[src/rtl/fetch_unit_if.sv]
// Fetch-unit bus bundle.
// Groups the two handshakes that the fetch unit takes part in:
//   - Instruction memory read: imem_req/imem_addr out, imem_ack/imem_rdata back.
//   - Decode delivery: inst_valid/inst_out/inst_pc out, inst_ready back.
// The master modport is the fetch unit's view. The slave modport is the view
// shared by the memory and decode side.
interface fetch_unit_if;
    logic        imem_req;
    logic [31:0] imem_addr;
    logic        imem_ack;
    logic [31:0] imem_rdata;
    logic        inst_valid;
    logic        inst_ready;
    logic [31:0] inst_out;
    logic [31:0] inst_pc;

    modport master (
        output imem_req,
        output imem_addr,
        input  imem_ack,
        input  imem_rdata,
        output inst_valid,
        input  inst_ready,
        output inst_out,
        output inst_pc
    );

    modport slave (
        input  imem_req,
        input  imem_addr,
        output imem_ack,
        output imem_rdata,
        input  inst_valid,
        output inst_ready,
        input  inst_out,
        input  inst_pc
    );
endinterface

[src/rtl/fetch_unit.sv]
// Instruction-fetch stage between the PC register and decode.
//
// The PC register loads pc_next on every clock and has no enable. Fetch
// therefore stalls by returning pc_in on pc_next. The block issues word reads
// over a req/ack handshake. It holds one returned instruction for decode under
// valid/ready. It also handles branch/jump redirect, and it raises a sticky
// fault for a misaligned PC or a memory timeout.
//
// Ports:
//   clk             clock, rising edge
//   rst             asynchronous active-low reset
//   pc_in           current PC (PC register output)
//   pc_next         next PC (PC register input), combinational
//   redirect        branch/jump taken this cycle
//   redirect_target new PC when redirect=1
//   bus             imem req/addr/ack/rdata and inst valid/ready/out/pc
//   fault           sticky fault: misaligned PC or timeout
module fetch_unit #(
    parameter int TIMEOUT = 16,
    parameter int CNT_W   = 5
) (
    input  logic                clk,
    input  logic                rst,
    input  logic [31:0]         pc_in,
    output logic [31:0]         pc_next,
    input  logic                redirect,
    input  logic [31:0]         redirect_target,
    fetch_unit_if.master        bus,
    output logic                fault
);

    typedef enum logic [1:0] {
        S_IDLE  = 2'd0,
        S_REQ   = 2'd1,
        S_VALID = 2'd2,
        S_FAULT = 2'd3
    } state_t;

    state_t             state_reg, state_next;
    logic [CNT_W-1:0]   count_reg, count_next;
    logic [31:0]        inst_out_reg, inst_out_next;
    logic [31:0]        inst_pc_reg, inst_pc_next;
    logic               fault_reg, fault_next;
    logic               aligned;
    logic               imem_req_c;
    logic               inst_valid_c;

    assign aligned = (pc_in[1:0] == 2'b00);

    always_ff @(posedge clk or negedge rst) begin
        if (!rst) begin
            state_reg    <= S_IDLE;
            count_reg    <= '0;
            inst_out_reg <= '0;
            inst_pc_reg  <= '0;
            fault_reg    <= 1'b0;
        end else begin
            state_reg    <= state_next;
            count_reg    <= count_next;
            inst_out_reg <= inst_out_next;
            inst_pc_reg  <= inst_pc_next;
            fault_reg    <= fault_next;
        end
    end

    always_comb begin
        state_next    = state_reg;
        count_next    = count_reg;
        inst_out_next = inst_out_reg;
        inst_pc_next  = inst_pc_reg;
        fault_next    = fault_reg;
        pc_next       = pc_in;
        imem_req_c    = 1'b0;
        inst_valid_c  = 1'b0;

        case (state_reg)
            S_IDLE: begin
                state_next = S_REQ;
                count_next = '0;
            end

            S_REQ: begin
                // A misaligned PC never reaches memory.
                imem_req_c = aligned;
                if (redirect) begin
                    // Abandon the request, or discard data acked this
                    // cycle, and restart at the target next cycle.
                    count_next = '0;
                end else if (!aligned) begin
                    fault_next = 1'b1;
                    count_next = '0;
                    state_next = S_FAULT;
                end else if (bus.imem_ack) begin
                    inst_out_next = bus.imem_rdata;
                    inst_pc_next  = pc_in;
                    pc_next       = pc_in + 32'd4;
                    count_next    = '0;
                    state_next    = S_VALID;
                end else if (count_reg == CNT_W'(TIMEOUT - 1)) begin
                    fault_next = 1'b1;
                    count_next = '0;
                    state_next = S_FAULT;
                end else begin
                    count_next = count_reg + CNT_W'(1);
                end
            end

            S_VALID: begin
                inst_valid_c = 1'b1;
                // Consume or flush. Decode decides which one a redirect means.
                if (redirect || bus.inst_ready) begin
                    state_next = S_REQ;
                end
            end

            S_FAULT: begin
                if (redirect) begin
                    fault_next = 1'b0;
                    count_next = '0;
                    state_next = S_REQ;
                end
            end

            default: begin
                state_next = S_IDLE;
            end
        endcase

        // A redirect outranks every other source of the next PC.
        if (redirect) begin
            pc_next = redirect_target;
        end
    end

    assign bus.imem_req   = imem_req_c;
    assign bus.imem_addr  = pc_in;
    assign bus.inst_valid = inst_valid_c;
    assign bus.inst_out   = inst_out_reg;
    assign bus.inst_pc    = inst_pc_reg;
    assign fault          = fault_reg;

endmodule

[src/flat_wrapper.sv]
// flat-port wrapper written by rule: the top's interface ports become plain ports
module fetch_unit_flat 
#(
    parameter int TIMEOUT = 16,
    parameter int CNT_W   = 5
)
  (clk, rst, pc_in, pc_next, redirect, redirect_target, fault, bus_imem_req, bus_imem_addr, bus_imem_ack, bus_imem_rdata, bus_inst_valid, bus_inst_ready, bus_inst_out, bus_inst_pc);
  fetch_unit_if bus_i ();
  input  logic clk;
  input  logic rst;
  input  logic [31:0] pc_in;
  output logic [31:0] pc_next;
  input  logic redirect;
  input  logic [31:0] redirect_target;
  output logic fault;
  output wire logic [$bits(bus_i.imem_req)-1:0] bus_imem_req;
  output wire logic [$bits(bus_i.imem_addr)-1:0] bus_imem_addr;
  input wire logic [$bits(bus_i.imem_ack)-1:0] bus_imem_ack;
  input wire logic [$bits(bus_i.imem_rdata)-1:0] bus_imem_rdata;
  output wire logic [$bits(bus_i.inst_valid)-1:0] bus_inst_valid;
  input wire logic [$bits(bus_i.inst_ready)-1:0] bus_inst_ready;
  output wire logic [$bits(bus_i.inst_out)-1:0] bus_inst_out;
  output wire logic [$bits(bus_i.inst_pc)-1:0] bus_inst_pc;
  assign bus_imem_req = bus_i.imem_req;
  assign bus_imem_addr = bus_i.imem_addr;
  assign bus_i.imem_ack = bus_imem_ack;
  assign bus_i.imem_rdata = bus_imem_rdata;
  assign bus_inst_valid = bus_i.inst_valid;
  assign bus_i.inst_ready = bus_inst_ready;
  assign bus_inst_out = bus_i.inst_out;
  assign bus_inst_pc = bus_i.inst_pc;
  fetch_unit #(.TIMEOUT(TIMEOUT), .CNT_W(CNT_W)) u_core (.clk(clk), .rst(rst), .pc_in(pc_in), .pc_next(pc_next), .redirect(redirect), .redirect_target(redirect_target), .bus(bus_i), .fault(fault));
endmodule
[config.mk]
export PLATFORM = sky130hd
export DESIGN_NAME = fetch_unit_flat
export DESIGN_NICKNAME = d
export VERILOG_FILES = /design/src/rtl/fetch_unit_if.sv /design/src/rtl/fetch_unit.sv /design/src/flat_wrapper.sv
export SDC_FILE = /design/constraint.sdc
export NUM_CORES = 1
export LEC_CHECK = 0
export BUFFER_PORTS_ARGS = -buffer_cell sky130_fd_sc_hd__buf_2
export CAP_MARGIN = 20
export CORE_MARGIN = 2
export CORE_UTILIZATION = 45
export CTS_CLUSTER_DIAMETER = 60
export CTS_CLUSTER_SIZE = 12
export DETAILED_ROUTE_END_ITERATION = 12
export MAX_ROUTING_LAYER = met4
export PLACE_DENSITY = 0.83
export SKIP_LAST_GASP = 1
export SLEW_MARGIN = 20
export SYNTH_ARGS = -nofsm -noshare
export SYNTH_HDL_FRONTEND = slang
export SYNTH_SLANG_ARGS = --single-unit
[constraint.sdc]
create_clock -name clk -period 3.6 [get_ports clk]
set_clock_uncertainty 0.1 [all_clocks]
set_input_delay 0.18 -clock clk [delete_from_list [all_inputs] [get_ports clk]]
set_output_delay 0.18 -clock clk [all_outputs]
set_load 0.05 [all_outputs]
After elaboration in Yosys (flattened, before gate mapping)
Cells that the tools add are included.
{ "op_classes": {"add_sub_neg": 2, "eq_ne": 10, "muxes": 25, "bitwise_logic": 1, "reduce_logical": 9} }
{ "op_table": {"columns": ["operator", "n"], "rows": [
  ["$mux 32", 4],
  ["$add 32x3->32 const B", 1],
  ["$mux 5", 5],
  ["$pmux 5 s3", 1],
  ["$mux 2", 6],
  ["$pmux 2 s4", 1],
  ["$reduce_and 4->1", 2],
  ["$mux 1", 7],
  ["$ne 3x3->1 const B", 2],
  ["$add 5x1->5 const B", 1],
  ["$eq 5x4->1 const B", 1],
  ["$reduce_and 5->1", 1],
  ["$eq 2x2->1 const B", 2],
  ["$logic_not 2->1", 2],
  ["$ne 2x2->1 const B", 2],
  ["$ne 4x4->1 const B", 1],
  ["$reduce_bool 3->1", 1],
  ["$eq 2x1->1 const B", 1],
  ["$ne 2x1->1 const B", 1],
  ["$pmux 1 s2", 1],
  ["$reduce_and 2->1", 1],
  ["$reduce_bool 2->1", 1],
  ["$logic_or 1x1->1", 1],
  ["$not 1->1", 1]
]} }
{ "word_totals": {"regBits": 72, "in_bits": 101, "word_cells": 52} }

Depth between registers and ports, before layout
{ "logic_depth": {"depth_word": 6, "ltp_mapped": 6, "ltp_nobuf": 5} }

Worst setup path after synthesis
Ideal clock, no wire load.
{ "synth_timing": {"kind": "reg2out", "startpoint": "register u_core.state_reg[0]", "endpoint": "output port pc_next[15]", "arrival_ns": 2.553, "required_time_ns": 3.320, "setup_slack_ns": 0.767, "path_stages_with_launch": 7, "path_buffers": 1, "path_cell_list": "dfrtp_1 -> or4b_4 -> clkinv_4 -> buf_12 -> nand3_4 -> or4_1 -> a31oi_1"} }
{ "synth_via": {"elab_chain_cells": 3} }
{ "synth_rtl": {"columns": ["element", "line_no", "rtl"], "rows": [
  ["start, declared", "fetch_unit.sv:39", "state_t state_reg, state_next;"],
  ["start signal, assigned", "fetch_unit.sv:58", "state_reg <= state_next;"],
  ["$eq 2x1->1", "fetch_unit.sv:76", "case (state_reg)"],
  ["$mux 32", "fetch_unit.sv:76", null],
  ["$mux 32", "fetch_unit.sv:130", "if (redirect) begin"],
  ["end, declared", "flat_wrapper.sv:12", "output logic [31:0] pc_next;"]
]} }
No other way between the ends.

Worst setup path in the final report
{ "layout_timing": {"startpoint": "register u_core.state_reg[0]", "endpoint": "output port pc_next[24]"} }
The elaborated chain is that of the path after synthesis.

==> run metrics <==
status=complete, no violations; clk_lat worst skew=0.34 ns; CP delay by family, top=simple AND/OR/NAND/NOR gates; leakage=2.744 nW; Overflow after GRT=0; crit path max-delay cell type=or4_1; fraction of layout cells with a size suffix above 1=52.34%; htree depth=3; complex-gate fraction of the synthesized area=9.613%; CTS clock-pin slew for the worst setup and hold paths=0.09 ns; initial antenna violation count=0; largest net degree at the start of global routing=73; kind of critical path=reg -> out; CP startpoint kind=flip-flop; R2R Setup Slk=1.15 ns; I/O pin cnt=232; Final Setup Violations=0; CP max FO=18; Clock Path Buffers=2; post-synthesis simple-gate area fraction=17.44%; Slowest Stage Delay on Critical Path=0.58 ns; Post-Syn Area per Cell=10.70 um2; RSZ-0062 raised after global routing=no; fin cells=727; Final Util=63.85%; Die Span X=99.91 um; final WL=12.94 mm; Max transition margin=40.30%; most frequent cells in the layout=230 x buf_2, 72 x dfrtp_1, 63 x mux2_2, 33 x dlygate4sd3_1, 29 x nand2_1; fill count=690; CTS Root Buffer Type=clkbuf_8; ys async rst share=100.0%; mux cell area share after synthesis=17.65%; Seq/Total Area, Yosys=43.53%; WP data arrival=2.77 ns; post-CTS resize count=0; post-synth design cell area=0.004139 mm2; Remaining DRCs=0; IO buf count=231; CP required=3.32 ns; Most used DFF post-synth=dfrtp_1; final worst slack=0.5536 ns; vias=3,988; cts bufs inserted=9; Max Cap Viol=0; area grow syn2layout=35.85%; hold_ws=0.02314 ns; Die Area=0.009981 mm2; synth unique cells=45; post-route ant nets=0; vias in the first global route=3,947; DP Worst Slack=0.9417 ns; VDD IR max=0.4542 mV; CP Cell Sequence=or4b_4 -> clkinv_4 -> nand4_4 -> or4_1 -> a31oi_1 -> buf_2; critical path capture point type=output pin; worst path bufs/invs=2; Pre-antenna DRT Iters=4; endpoints failing hold=0; Post-synth EDFFs=0; adder-cell share of the synthesized area=0.6046%; ANT cells=0; core area=0.008806 mm2; Syn Nets=490; main combinational cell family by area after synthesis=multiplexers; final net count=717; clk sink count=72; CTS tree=done; power per cell area=578.2 mW/mm2; final count of pins violating max slew=0; FF+latch count, synth=72; Tcrit/Tclk final=84.62%; number of placed instances with taps included=678; Gate Count Post-Synth=387; DR iter-0 viols=127; actual slew at the worst max-slew pin=0.8955 ns; most common cell after layout, fill and taps aside=buf_2; Worst Hold Class=in -> reg; yosys warns=0; first-pass GRT wire length=19.75 mm; DR vias/cell=5.486; final weighted congestion in routability-driven placement=0.7941; DR WL/cell=17.79 um; height of the die=99.91 um; Core Rows=34; Max Clk Rate=328.3 MHz; min Tclk post-route=3.046 ns; post-DP HPWL=8.676 mm; Initial Util=47.00%; all-layer global routing usage=26.03%; Synth Area in XOR/XNOR=1.693%; TNS Setup=0 ns; postcts setup bufs=0
==> metrics by stage <==
stage	power, mW	instance area, um2
2_1_floorplan	2.171	4139
3_3_place_gp	2.504	5091
3_5_place_dp	2.532	5091
4_1_cts	3.229	5623
5_1_grt	3.374	5623
6_report	3.251	5623
==> where the power goes <==
group	switching, mW	internal (mW)
clock	0.353	0.328
combinational	1.10	0.378
sequential	0.101	0.989
==> cell type report <==
class                           instances  area [um2]  area share, %
Tap cell                              108       135.1          2.403
Multi-Input combinational cell        258        1946          34.60
Sequential cell                        72        1802          32.04
Timing Repair Buffer                  267        1511          26.88
Clock inverter                          7       77.57          1.380
Clock buffer                            9       123.9          2.203
Inverter                                6       27.53         0.4895
==> timing repair <==
item,4_1_cts,5_1_grt
hold buffers,33,0
setup endpoints to repair,0,0
hold endpoints to repair,104,0
==> per-layer routing <==
metal  wire [um]  track usage [%]  vias up
li1            -                -     1849
met1        5136            30.00     1931
met2        6571            45.01      184
met3         903            5.989       24
met4         325            8.641        0
met5           0                -        -
==> path summary, 6_finish.rpt <==
check,endpoint,cells after the start,startpoint
worst max-delay path,pc_next[24],6,u_core.state_reg[0]$_DFFE_PN0P_
worst min-delay path,u_core.bus.inst_pc[31]$_DFFE_PN0P_,2,pc_in[31]
worst max register to register,u_core.bus.inst_pc[3]$_DFFE_PN0P_,5,u_core.state_reg[0]$_DFFE_PN0P_
worst min register to register,u_core.bus.inst_pc[27]$_DFFE_PN0P_,1,u_core.bus.inst_pc[27]$_DFFE_PN0P_
max in group asynchronous,u_core.count_reg[0]$_DFFE_PN0P_,2,rst
min in group asynchronous,u_core.bus.inst_pc[0]$_DFFE_PN0P_,2,rst
==> Yosys cell counts (all sizes together), types with 2 or more instances <==
| cell type | instances | area (um2) |
|---|---|---|
| a21oi | 2 | 10.01 |
| mux2 | 64 | 720.7 |
| ha | 2 | 25.02 |
| dlygate4sd3 | 2 | 20.02 |
| inv | 5 | 18.77 |
| nand2 | 29 | 108.9 |
| and3 | 3 | 18.77 |
| o21ai | 17 | 85.08 |
| nand3 | 11 | 80.07 |
| and4 | 7 | 63.81 |
| or4b | 3 | 33.78 |
| or3 | 5 | 32.53 |
| clkbuf | 7 | 26.28 |
| a22oi | 2 | 15.01 |
| or4 | 16 | 120.1 |
| nor2b | 3 | 18.77 |
| a31oi | 20 | 125.1 |
| dfrtp | 72 | 1802 |
| xor2 | 8 | 70.07 |
| nor2 | 24 | 90.09 |
| o31ai | 15 | 112.6 |
| and2 | 4 | 25.02 |
| buf | 42 | 317.8 |
| nand4 | 12 | 105.1 |
==> cells by family (layout without fill, tap and decap cells) <==
| logic type | after synthesis | after routing |
|---|---|---|
| compound gates | 62 | 62 |
| xor+xnor | 8 | 8 |
| fa+ha+maj | 2 | 2 |
| buf+inv | 57 | 289 |
| flops | 72 | 72 |
| mux | 65 | 65 |
| simple gates | 121 | 121 |
Note: power is estimated with default switching activity, not from simulation.
